<file path="config.mk">
export PLATFORM = sky130hd
export DESIGN_NAME = pipe_skid_stage
export DESIGN_NICKNAME = d
export VERILOG_FILES = /design/src/rtl/pipe_pkg.sv /design/src/rtl/pipe_slot.sv /design/src/rtl/pipe_skid_stage.sv
export SDC_FILE = /design/constraint.sdc
export NUM_CORES = 1
export LEC_CHECK = 0
export CAP_MARGIN = 5
export CORE_ASPECT_RATIO = 0.6
export CORE_MARGIN = 8
export CORE_UTILIZATION = 44
export CTS_BUF_LIST = sky130_fd_sc_hd__clkbuf_4 sky130_fd_sc_hd__clkbuf_8
export CTS_CLUSTER_DIAMETER = 40
export DETAILED_ROUTE_END_ITERATION = 12
export PLACE_DENSITY = 0.77
export SYNTH_ARGS = -nofsm -noshare
export SYNTH_HDL_FRONTEND = slang
export SYNTH_SLANG_ARGS = --single-unit
</file>
<file path="constraint.sdc">
create_clock -name clk -period 2.35 [get_ports clk]
set_clock_uncertainty 0.05 [all_clocks]
set_input_delay 0.705 -clock clk [delete_from_list [all_inputs] [get_ports clk]]
set_output_delay 0.705 -clock clk [all_outputs]
set_load 0.1 [all_outputs]
</file>
<file path="src/rtl/pipe_pkg.sv">
// Shared definitions for pipeline stage registers: control bundle layout and
// steering selects used by the skid stage.
package pipe_pkg;

    localparam int unsigned WB_W       = 2;
    localparam int unsigned M_W        = 2;
    localparam int unsigned EX_W       = 4;

    // Control bundle is packed {WB, M, EX} with EX in the LSBs.
    localparam int unsigned EX_LSB     = 0;
    localparam int unsigned M_LSB      = EX_LSB + EX_W;
    localparam int unsigned WB_LSB     = M_LSB + M_W;

    localparam int unsigned CTRL_W_DEF = WB_W + M_W + EX_W;
    localparam int unsigned DATA_W_DEF = 128;

    typedef enum logic [1:0] {
        MAIN_HOLD,
        MAIN_FROM_SKID,
        MAIN_FROM_IN,
        MAIN_CLEAR
    } main_sel_e;

    typedef enum logic [1:0] {
        SKID_HOLD,
        SKID_FROM_IN,
        SKID_CLEAR
    } skid_sel_e;

    function automatic logic [CTRL_W_DEF-1:0] pack_ctrl(
        input logic [WB_W-1:0] wb,
        input logic [M_W-1:0]  m,
        input logic [EX_W-1:0] ex
    );
        return {wb, m, ex};
    endfunction

endpackage

</file>
<file path="src/rtl/pipe_slot.sv">
// One pipeline entry (valid + control + payload). Load wins over clear; a clear
// zeroes valid and control but leaves the payload untouched.
module pipe_slot #(
    parameter int unsigned CTRL_W = 8,
    parameter int unsigned DATA_W = 128
) (
    input  logic              clk_i,
    input  logic              rst_ni,
    input  logic              load_i,
    input  logic              clear_i,
    input  logic [CTRL_W-1:0] ctrl_i,
    input  logic [DATA_W-1:0] data_i,
    output logic              valid_o,
    output logic [CTRL_W-1:0] ctrl_o,
    output logic [DATA_W-1:0] data_o
);

    logic              valid_q, valid_d;
    logic [CTRL_W-1:0] ctrl_q,  ctrl_d;
    logic [DATA_W-1:0] data_q,  data_d;

    always_comb begin
        valid_d = valid_q;
        ctrl_d  = ctrl_q;
        data_d  = data_q;
        if (load_i) begin
            valid_d = 1'b1;
            ctrl_d  = ctrl_i;
            data_d  = data_i;
        end else if (clear_i) begin
            valid_d = 1'b0;
            ctrl_d  = '0;
        end
    end

    always_ff @(posedge clk_i or negedge rst_ni) begin
        if (!rst_ni) begin
            valid_q <= 1'b0;
            ctrl_q  <= '0;
            data_q  <= '0;
        end else begin
            valid_q <= valid_d;
            ctrl_q  <= ctrl_d;
            data_q  <= data_d;
        end
    end

    assign valid_o = valid_q;
    assign ctrl_o  = ctrl_q;
    assign data_o  = data_q;

endmodule

</file>
<file path="src/rtl/pipe_skid_stage.sv">
// Pipeline stage register with valid/ready handshake and a two-entry skid buffer.
// in_ready is a flop, so upstream never sees a combinational path from out_ready.
module pipe_skid_stage
    import pipe_pkg::*;
#(
    parameter int unsigned CTRL_W = CTRL_W_DEF,
    parameter int unsigned DATA_W = DATA_W_DEF
) (
    input  logic              clk,
    input  logic              reset,
    input  logic              flush_i,
    input  logic              in_valid,
    output logic              in_ready,
    input  logic [CTRL_W-1:0] in_ctrl,
    input  logic [DATA_W-1:0] in_data,
    output logic              out_valid,
    input  logic              out_ready,
    output logic [CTRL_W-1:0] out_ctrl,
    output logic [DATA_W-1:0] out_data
);

    logic              main_valid;
    logic [CTRL_W-1:0] main_ctrl;
    logic [DATA_W-1:0] main_data;
    logic              skid_valid;
    logic [CTRL_W-1:0] skid_ctrl;
    logic [DATA_W-1:0] skid_data;

    logic              acc;
    logic              drn;
    main_sel_e         main_sel;
    skid_sel_e         skid_sel;

    logic              main_load;
    logic              main_clear;
    logic [CTRL_W-1:0] main_ctrl_d;
    logic [DATA_W-1:0] main_data_d;
    logic              skid_load;
    logic              skid_clear;
    logic              skid_valid_d;

    logic              in_ready_q;
    logic              in_ready_d;

    assign acc = in_valid & in_ready_q;
    assign drn = main_valid & out_ready;

    // The skid slot only fills while main is held, so main is never empty with
    // the skid occupied; the older skid entry always moves ahead of new input.
    always_comb begin
        main_sel = MAIN_HOLD;
        skid_sel = SKID_HOLD;
        if (flush_i) begin
            main_sel = MAIN_CLEAR;
            skid_sel = SKID_CLEAR;
        end else if (!main_valid || drn) begin
            if (skid_valid) begin
                main_sel = MAIN_FROM_SKID;
                skid_sel = acc ? SKID_FROM_IN : SKID_CLEAR;
            end else if (acc) begin
                main_sel = MAIN_FROM_IN;
            end else begin
                main_sel = MAIN_CLEAR;
            end
        end else if (acc) begin
            skid_sel = SKID_FROM_IN;
        end
    end

    always_comb begin
        main_load   = 1'b0;
        main_clear  = 1'b0;
        main_ctrl_d = skid_ctrl;
        main_data_d = skid_data;
        case (main_sel)
            MAIN_FROM_SKID: main_load = 1'b1;
            MAIN_FROM_IN: begin
                main_load   = 1'b1;
                main_ctrl_d = in_ctrl;
                main_data_d = in_data;
            end
            MAIN_CLEAR:     main_clear = 1'b1;
            default:        ;
        endcase
    end

    always_comb begin
        skid_load    = 1'b0;
        skid_clear   = 1'b0;
        skid_valid_d = skid_valid;
        case (skid_sel)
            SKID_FROM_IN: begin
                skid_load    = 1'b1;
                skid_valid_d = 1'b1;
            end
            SKID_CLEAR: begin
                skid_clear   = 1'b1;
                skid_valid_d = 1'b0;
            end
            default:      ;
        endcase
    end

    assign in_ready_d = ~skid_valid_d;

    always_ff @(posedge clk or negedge reset) begin
        if (!reset) begin
            in_ready_q <= 1'b1;
        end else begin
            in_ready_q <= in_ready_d;
        end
    end

    pipe_slot #(
        .CTRL_W (CTRL_W),
        .DATA_W (DATA_W)
    ) u_main (
        .clk_i   (clk),
        .rst_ni  (reset),
        .load_i  (main_load),
        .clear_i (main_clear),
        .ctrl_i  (main_ctrl_d),
        .data_i  (main_data_d),
        .valid_o (main_valid),
        .ctrl_o  (main_ctrl),
        .data_o  (main_data)
    );

    pipe_slot #(
        .CTRL_W (CTRL_W),
        .DATA_W (DATA_W)
    ) u_skid (
        .clk_i   (clk),
        .rst_ni  (reset),
        .load_i  (skid_load),
        .clear_i (skid_clear),
        .ctrl_i  (in_ctrl),
        .data_i  (in_data),
        .valid_o (skid_valid),
        .ctrl_o  (skid_ctrl),
        .data_o  (skid_data)
    );

    assign in_ready  = in_ready_q;
    assign out_valid = main_valid;
    assign out_ctrl  = main_ctrl;
    assign out_data  = main_data;

endmodule

</file>
==> results.toml, run 1 <==
[outcome]
status = "finished, final reports clean"

[synthesis]
synth_edf_count = 0
synth_top_area_cell = "dfrtp_1"
netlist.area_leader.share = 0.5979
syn_area_sq_um = 11470
ys.flop_type = "dfrtp_1"
synth_area_leaders = "dfrtp_1 60%, mux2_2 13%, mux2i_1 12%"
synth_seq_cells = 275
synth-warning-count = 0
synthArstFlopShare = 1.000
syn_avg_cell_area_sq_um = 12.53
synth.yosys.seq_area_share = 0.6002
syn_nets = 1059
syn_inst = 915
synth_cell_types = 23

[worst_setup_path]
worstPathCellList = "clkdlybuf4s50_1 > nand2b_1 > a211oi_1 > buf_4 > ha_4 > buf_12 > mux2_2"
crit_family = "buffers and inverters"
required_ns = 2.72
crit_arrival_ns = 2.64
cp.buffers_inverters = 3
start_kind = "input port"
cp_slowest_cell = "clkdlybuf4s50_1"
crit_fanout = 35
max_stage_delay_ns = 0.42
path_class = "in -> reg"
end_kind = "flip-flop"

[route]
drtPass1Iterations = 4
viasPerCell = 5.014
wl_per_cell_um = 18.17
routed_wl_um = 29220
antenna_left = 0
num_vias = 8062
drt-initial-drc-count = 374
drc = 0

[run]
drv_cap = 0

[grt]
grt_antenna_before_repair = 2
grt_pass1_vias = 8422
grt_pass1_wl_um = 46880
grt-ovfl-total = 0
grt_usage = 0.1820
grt_max_degree = 68

[sta]
tightest_slew_ns = 0.4136
rsz0062_at_grt = "false"
setup_viol = 0
period_minus_slack_ns = 2.276
fin_crit_sh = 0.9685
drv_slew = 0
hold_violations = 0
maxSlewHeadroom = 0.7242
fmax_ghz = 0.4394

[finish]
final.fill_count = 1969
multi_input_area_sq_um = 4233
fin_util = 0.6156
area_delta_synth_final_pct = 36.60
drive_gt1_frac = 0.3158
seq_area_sq_um = 6884
fin_nets = 1368

[place]
dp_hpwl_um = 20830
port_buffers = 278
gp_congestion = 0.7895

[floorplan]
die_w_um = 224.4
start_util = 0.4506
rows = 45
die_h_um = 141.1
pin_count = 279
die_area_sq_um = 31660
core-area_sq_um = 25450

[hold_path]
hp-class = "reg -> reg"

[clock_tree]
cts_resized = 0
insertion_delay_ns = 0.55
htreeDepth = 2
cts_tree = "done"
post_cts_buffers = 0
ctsHoldBuffers = 1
cts.reportedPaths.clkPinSlew_ns = 0.06
clock_path_buffers = 3
cts_made_buffers = 43
ctsRootBufferMaster = "clkbuf_8"
clkSinkCount = 275

[power_and_ir_drop]
powerDensity_nw_per_um2 = 1457
leakagePower_nw = 7.130
p_total_mw = 22.82
vdd_ir_drop_max_v = 0.001077
-- worst paths after layout --
check / from / slack [ns] / cells past startpoint / end
worst min-delay path: u_skid.ctrl_o[3]$_DFFE_PN0P_ / 0.43 / 2 / u_skid.ctrl_o[3]$_DFFE_PN0P_
worst min register to register: u_skid.ctrl_o[3]$_DFFE_PN0P_ / 0.43 / 2 / u_skid.ctrl_o[3]$_DFFE_PN0P_
max in group asynchronous: reset / 0.93 / 3 / u_main.data_o[24]$_DFFE_PN0P_
min in group asynchronous: reset / 0.61 / 2 / u_main.data_o[122]$_DFFE_PN0P_
worst max-delay path: out_ready / 0.07 / 7 / u_skid.data_o[84]$_DFFE_PN0N_
worst max register to register: in_ready$_DFF_PN1_ / 0.27 / 6 / u_skid.data_o[84]$_DFFE_PN0N_
-- worst register-to-register path: stages, from the launching register on --
cell,delay [ns]
dfstp_2,0.56
nand2_1,0.09
a211oi_1,0.23
buf_4,0.15
ha_4,0.23
buf_12,0.24
mux2_2,0.39
-- logic make-up (layout without fill, tap and decap cells) --
family                   after synthesis  in the layout  share of synthesized area
adder cells (fa/ha/maj)                3              3                   0.003273
AND/OR/NAND/NOR                      156            156                    0.05182
buffers and inverters                 66            405                    0.03295
flip-flops                           275            275                     0.6002
AO/OA/AOI/OAI                        149            149                    0.06557
multiplexers                         266            266                     0.2462
other                                  0              2                          0
-- power by group --
| part | internal [mW] | switching [mW] |
|---|---|---|
| logic | 2.78 | 8.25 |
| registers | 6.42 | 0.966 |
| clock network | 2.50 | 1.89 |
| total | 11.7 | 11.1 |
-- final cells by class --
cell class / count / share of cell area
Tap cell: 352 / 0.02811
Sequential cell: 275 / 0.4394
Timing Repair Buffer: 327 / 0.2011
Clock buffer: 66 / 0.05359
Multi-Input combinational cell: 574 / 0.2702
Inverter: 3 / 0.0007188
Clock inverter: 9 / 0.006549
Antenna cell: 2 / 0.0003195
-- sequential cells by signal (all words and copies together), names as in the netlist --
name            cells
in_ready            1
u_main.ctrl_o       8
u_main.data_o     128
u_main.valid_o      1
u_skid.ctrl_o       8
u_skid.data_o     128
u_skid.valid_o      1
-- layout by cell type (no fill, tap or decap), drive strengths merged --
cell / instances
a211oi: 1
a21o: 1
a21oi: 2
a31oi: 1
buf: 187
bufinv: 2
clkbuf: 66
clkdlybuf4s50: 139
clkinv: 6
dfrtp: 274
dfstp: 1
diode: 2
dlygate4sd3: 1
ha: 3
inv: 4
mux2: 129
mux2i: 137
nand2: 153
nand2b: 1
nand3b: 1
o21ai: 144
or2: 1
-- layer usage --
layer / track usage / up-vias / part of all wire
met1: 0.2507 / 4028 / 0.46
met2: 0.2745 / 213 / 0.46
met5: 0 / - / 0
met3: 0.05572 / 33 / 0.068
li1: - / 3788 / -
met4: 0.05214 / 0 / 0.012
-- cell usage after synthesis (2+ instances only) --
master and number:
dfrtp_1 274, nand2_1 153, mux2i_1 137, mux2_2 129, o21ai_0 104, o21ai_1 40
buf_2 19, buf_4 14, buf_1 12, clkbuf_1 12, buf_8 4, ha_1 3
inv_1 3, a21oi_1 2
-- per-stage QoR --
step                      cells  TNS (ns)  hold WS [ns]  worst slack (ns)  area (sq um)
after floorplan             915         0        0.3594           0.07279         11470
after global placement     1530    -93.20        0.4099           -0.4166         14710
after detailed placement   1530   -100.64        0.4231           -0.4595         14710
final                      1608         0        0.4318           0.07402         15670
after global routing       1608         0        0.4500           0.03735         15670
after CTS                  1606         0        0.4384            0.1294         15660
Power figures use the tool's default switching activity.
==> run 2, diff against run 1 <==
--- a/config.mk
+++ b/config.mk
@@ -5,8 +5,8 @@
 export SDC_FILE = /design/constraint.sdc
 export NUM_CORES = 1
 export LEC_CHECK = 0
-export CAP_MARGIN = 5
-export CORE_ASPECT_RATIO = 0.6
+export CAP_MARGIN = 20
+export CORE_ASPECT_RATIO = 0.5
 export CORE_MARGIN = 8
 export CORE_UTILIZATION = 44
 export CTS_BUF_LIST = sky130_fd_sc_hd__clkbuf_4 sky130_fd_sc_hd__clkbuf_8
==> run 2 against run 1 <==
  * Utilization is 1.0 points lower
  * Setup slack better by 0.028 ns
  * Final cell count is 1.9% lower
  * Fmax is 1.2% higher
  * Wire length is 0.57% higher
  * Via count is 1.4% lower
==> results.toml, run 2 (synthesis gave the netlist of run 1 again) <==
[outcome]
status = "finished, final reports clean"

[grt]
grt_pass1_vias = 8613
grt-ovfl-total = 0
grt_pass1_wl_um = 45970
grt_max_degree = 68
grt_antenna_before_repair = 0
grt_usage = 0.1787

[route]
drc = 0
routed_wl_um = 29390
wl_per_cell_um = 18.62
drtPass1Iterations = 4
antenna_left = 0
drt-initial-drc-count = 417
num_vias = 7948
viasPerCell = 5.037

[worst_setup_path]
crit_fanout = 31
crit_arrival_ns = 2.62
required_ns = 2.72
r2r_cells = 6
worstPathCellList = "clkdlybuf4s50_1 > nand2b_1 > a211oi_1 > buf_4 > ha_4 > buf_12 > mux2_2"
rr_endpoint = "u_main.data_o[79]$_DFFE_PN0P_"
path_class = "in -> reg"
r2r_slack_ns = 0.22
max_stage_delay_ns = 0.39
cp.buffers_inverters = 3
crit_family = "buffers and inverters"
start_kind = "input port"
timing.rr.start = "in_ready$_DFF_PN1_"
cp_slowest_cell = "clkdlybuf4s50_1"
end_kind = "flip-flop"
crit_start = "out_ready"

[sta]
layout_setup_ws_ns = 0.1018
setup_viol = 0
hold_violations = 0
rsz0062_at_grt = "false"
tightest_slew_ns = 0.3590
period_minus_slack_ns = 2.248
fmax_ghz = 0.4448
setup_tns_ns = 0
drv_slew = 0
fin_crit_sh = 0.9567
maxSlewHeadroom = 0.7606

[floorplan]
core-area_sq_um = 25390
start_util = 0.4516
pin_count = 279
die_w_um = 244.3
die_area_sq_um = 31800
rows = 41
die_h_um = 130.2

[power_and_ir_drop]
leakagePower_nw = 6.984
vdd_ir_drop_max_v = 0.0009617
p_total_mw = 22.65
powerDensity_nw_per_um2 = 1473

[finish]
stdcell_area_sq_um = 15380
fin_nets = 1348
drive_gt1_frac = 0.3047
layout_commonest_cell = "dfrtp_1"
area_delta_synth_final_pct = 34.08
final_cell_mix = "273 x dfrtp_1, 153 x nand2_1, 151 x buf_4"
diodes = 0

[hold_path]
hp-start = "u_skid.ctrl_o[6]$_DFFE_PN0P_"
holdPathEnd = "u_skid.ctrl_o[6]$_DFFE_PN0P_"
hp-class = "reg -> reg"
hold_path_depth = 2

[clock_tree]
cts.reportedPaths.clkPinSlew_ns = 0.07
cts_tree = "done"
clkSinkCount = 275
cts_made_buffers = 40
clock_path_buffers = 3
insertion_delay_ns = 0.55
ctsRootBufferMaster = "clkbuf_8"
htreeDepth = 2

[run]
drv_cap = 0

[place]
placed_area_sq_um = 14460
gp_congestion = 0.7869
dp_hpwl_um = 21120
port_buffers = 278
dp_worst_setup_slack_ns = -0.4393
## run 2: timing repair
| item | CTS | global route |
|---|---|---|
| gates resized for setup | 0 | 0 |
| hold buffers | 1 | 0 |
| setup buffers | 0 | 0 |
| hold endpoints to repair | 31 | 0 |
## run 2: tightest hold or removal path, cell delays in order (launching register included)
cell     delay [ns]
dfrtp_1        0.35
nand2_1        0.04
o21ai_0        0.06
## run 2: through the flow
stage	util	instances	hold slack, ns
after floorplan	-	915	0.3594
after global placement	0.5694	1505	0.4127
after detailed placement	0.5694	1505	0.4197
after CTS	0.6056	1578	0.4378
after global routing	0.6056	1578	0.4565
final	0.6056	1578	0.4322
## run 2: report_power, final
part | switching (mW) | leakage (nW) | internal (mW)
sequential | 1.00 | 3.50 | 6.42
clock | 1.84 | 0.477 | 2.45
combinational | 8.24 | 3.01 | 2.69
## run 2: final cells by class
class | instances | area, sq um
clock buffers | 62 | 778.2
clock inverters | 10 | 130.1
multi-input cells | 574 | 4233
fillers | 2012 | 10020
inverters | 3 | 11.26
flip-flops and latches | 275 | 6884
repair buffers | 310 | 2910
well taps | 344 | 430.4
## run 2: worst max-delay path by stage
stage	end	slack (ns)	depth (start not counted)
after global routing	u_main.data_o[79]$_DFFE_PN0P_	0.04	7
after CTS	u_main.data_o[79]$_DFFE_PN0P_	0.14	7
after floorplan	u_skid.data_o[107]$_DFFE_PN0N_	0.07	6
final	u_skid.data_o[98]$_DFFE_PN0N_	0.10	7
after detailed placement	u_main.data_o[79]$_DFFE_PN0P_	-0.44	7
after global placement	u_skid.data_o[96]$_DFFE_PN0N_	-0.48	7
## run 2: layer usage
| layer | wire length [um] | share of wire | up-vias | track usage |
|---|---|---|---|---|
| li1 | - | - | 3736 | - |
| met1 | 11280 | 0.38 | 3971 | 0.1971 |
| met2 | 15850 | 0.54 | 157 | 0.3309 |
| met3 | 1006 | 0.034 | 84 | 0.03570 |
| met4 | 1255 | 0.043 | 0 | 0.08894 |
| met5 | 0 | 0 | - | 0 |
==> run 3, diff against run 2 <==
--- a/config.mk
+++ b/config.mk
@@ -11,6 +11,7 @@
 export CORE_UTILIZATION = 44
 export CTS_BUF_LIST = sky130_fd_sc_hd__clkbuf_4 sky130_fd_sc_hd__clkbuf_8
 export CTS_CLUSTER_DIAMETER = 40
+export CTS_CLUSTER_SIZE = 8
 export DETAILED_ROUTE_END_ITERATION = 12
 export PLACE_DENSITY = 0.77
 export SYNTH_ARGS = -nofsm -noshare
==> run 3 against run 2 <==
  * Global-route usage shrank 0.13 points
  * Largest power group unchanged
  * Critical path type unchanged
  * Sequential power is essentially flat
  * Register-to-register slack is essentially flat
  * Non-clock buffer count unchanged
  * Utilization shrank 1.0 points
  * Via count shrank 0.43%
  * Power fell by 3.5%
  * Setup slack got worse by 0.056 ns
  * Clock-buffer cell count decreased by 13
==> results.toml, run 3 (synthesis gave the netlist of run 1 again) <==
[grt]
grt-ovfl-total = 0
grt_max_degree = 68
grt_antenna_before_repair = 0
grt_pass1_wl_um = 45740
grt_pass1_vias = 8561
grt_usage = 0.1774

[route]
drc = 0
routed_wl_um = 29270
wl_per_cell_um = 18.81
antenna_left = 0
drtPass1Iterations = 6
viasPerCell = 5.086
num_vias = 7914
drt-initial-drc-count = 438

[floorplan]
core-area_sq_um = 25390
rows = 41
die_area_sq_um = 31800
pin_count = 279
die_h_um = 130.2
die_w_um = 244.3
start_util = 0.4516

[power_and_ir_drop]
p_comb_frac = 0.501
powerDensity_nw_per_um2 = 1445
p_total_mw = 21.85
p_seq_frac = 0.340
leakagePower_nw = 6.853
clkPwrFrac = 0.159
switchingPower_mw = 10.92
sw_frac_of_total = 0.5001
vdd_ir_drop_max_v = 0.0009437
p_int_mw = 10.92

[worst_setup_path]
timing.rr.start = "in_ready$_DFF_PN1_"
required_ns = 2.69
start_kind = "input port"
end_kind = "flip-flop"
crit_fanout = 31
cp.buffers_inverters = 3
max_stage_delay_ns = 0.40
path_class = "in -> reg"
cp_slowest_cell = "clkdlybuf4s50_1"
crit_arrival_ns = 2.64
crit_family = "buffers and inverters"
r2r_slack_ns = 0.22
path_depth = 7
rr_endpoint = "u_main.data_o[114]$_DFFE_PN0P_"
r2r_cells = 6
worstPathCellList = "clkdlybuf4s50_1 > nand2b_1 > a211oi_1 > buf_4 > ha_4 > buf_12 > mux2_2"

[place]
dp_worst_setup_slack_ns = -0.4393
port_buffers = 278
gp_congestion = 0.7869
dp_hpwl_um = 21120
placed_area_sq_um = 14460
dp.cells = 1505

[clock_tree]
insertion_delay_ns = 0.51
clock_path_buffers = 3
htreeDepth = 2
cts_made_buffers = 40
cts.reportedPaths.clkPinSlew_ns = 0.07
post_cts_buffers = 0
clkSinkCount = 275
cts_resized = 0
cts_tree = "done"
ctsRootBufferMaster = "clkbuf_8"

[sta]
rsz0062_at_grt = "false"
drv_slew = 0
layout_setup_ws_ns = 0.04546
whs_ns = 0.4271
setup_tns_ns = 0
fin_crit_sh = 0.9807
setup_viol = 0
fmax_ghz = 0.4339
period_minus_slack_ns = 2.305
tightest_slew_ns = 0.3601
hold_violations = 0
maxSlewHeadroom = 0.7600

[hold_path]
hp-start = "u_skid.ctrl_o[6]$_DFFE_PN0P_"
hp-class = "reg -> reg"
hold_path_depth = 2
holdPathEnd = "u_skid.ctrl_o[6]$_DFFE_PN0P_"

[finish]
area_delta_synth_final_pct = 31.87
diodes = 0
layout_commonest_cell = "dfrtp_1"
stdcell_area_sq_um = 15120
fin_cells = 1556
fin_nets = 1348
final.fill_count = 2051
fin_util = 0.5956
final_cell_mix = "273 x dfrtp_1, 153 x nand2_1, 151 x buf_4"
drive_gt1_frac = 0.2921

[outcome]
status = "finished, final reports clean"

[run]
drv_cap = 0
[run 3: cell count changes in the layout (fill, tap and decap cells not counted), sizes merged]
cell	change
clkinvlp	-2
clkbuf	-13
clkinv	-5
bufinv	-2
[run 3: worst max path at each step]
stage | start | endpoint | slack (ns)
after floorplan | in_ready$_DFF_PN1_ | u_skid.data_o[107]$_DFFE_PN0N_ | 0.07
after global placement | out_ready | u_skid.data_o[96]$_DFFE_PN0N_ | -0.48
after detailed placement | in_valid | u_main.data_o[79]$_DFFE_PN0P_ | -0.44
after CTS | in_valid | u_main.data_o[114]$_DFFE_PN0P_ | 0.1
after global routing | out_ready | u_skid.data_o[105]$_DFFE_PN0N_ | 0.008
final | out_ready | u_skid.data_o[111]$_DFFE_PN0N_ | 0.05
[run 3: repair_timing]
| item | CTS | global route |
|---|---|---|
| setup endpoints to repair | 0 | 0 |
| hold endpoints to repair | 25 | 0 |
| hold buffers | 1 | 0 |
[run 3: final cells by class]
class                           instances  area (sq um)  share of cell area
Sequential cell                       275          6884              0.4552
Multi-Input combinational cell        574          4233              0.2799
Timing Repair Buffer                  310          2910              0.1924
Clock buffer                           49         624.3             0.04128
Tap cell                              344         430.4             0.02846
Clock inverter                          1         30.03            0.001986
Inverter                                3         11.26           0.0007446
[run 3: power groups by stage]
stage	Clock (mW)	Sequential, mW	Combinational, mW
6_report	3.48	7.43	10.9
3_3_place_gp	0	7.40	10.8
4_1_cts	3.61	7.43	11.0
5_1_grt	3.85	7.63	11.3
2_1_floorplan	0	13.6	2.10
3_5_place_dp	0	7.49	11.0
[run 3: metal layers]
layer,share of wire,track usage
met2,0.54,0.3288
met5,0,0
met4,0.038,0.07883
met3,0.040,0.03958
met1,0.38,0.1964
[run 3: tightest hold or removal path, cell delays in order (launching register included)]
cell,delay [ns]
dfrtp_1,0.34
nand2_1,0.04
o21ai_0,0.06
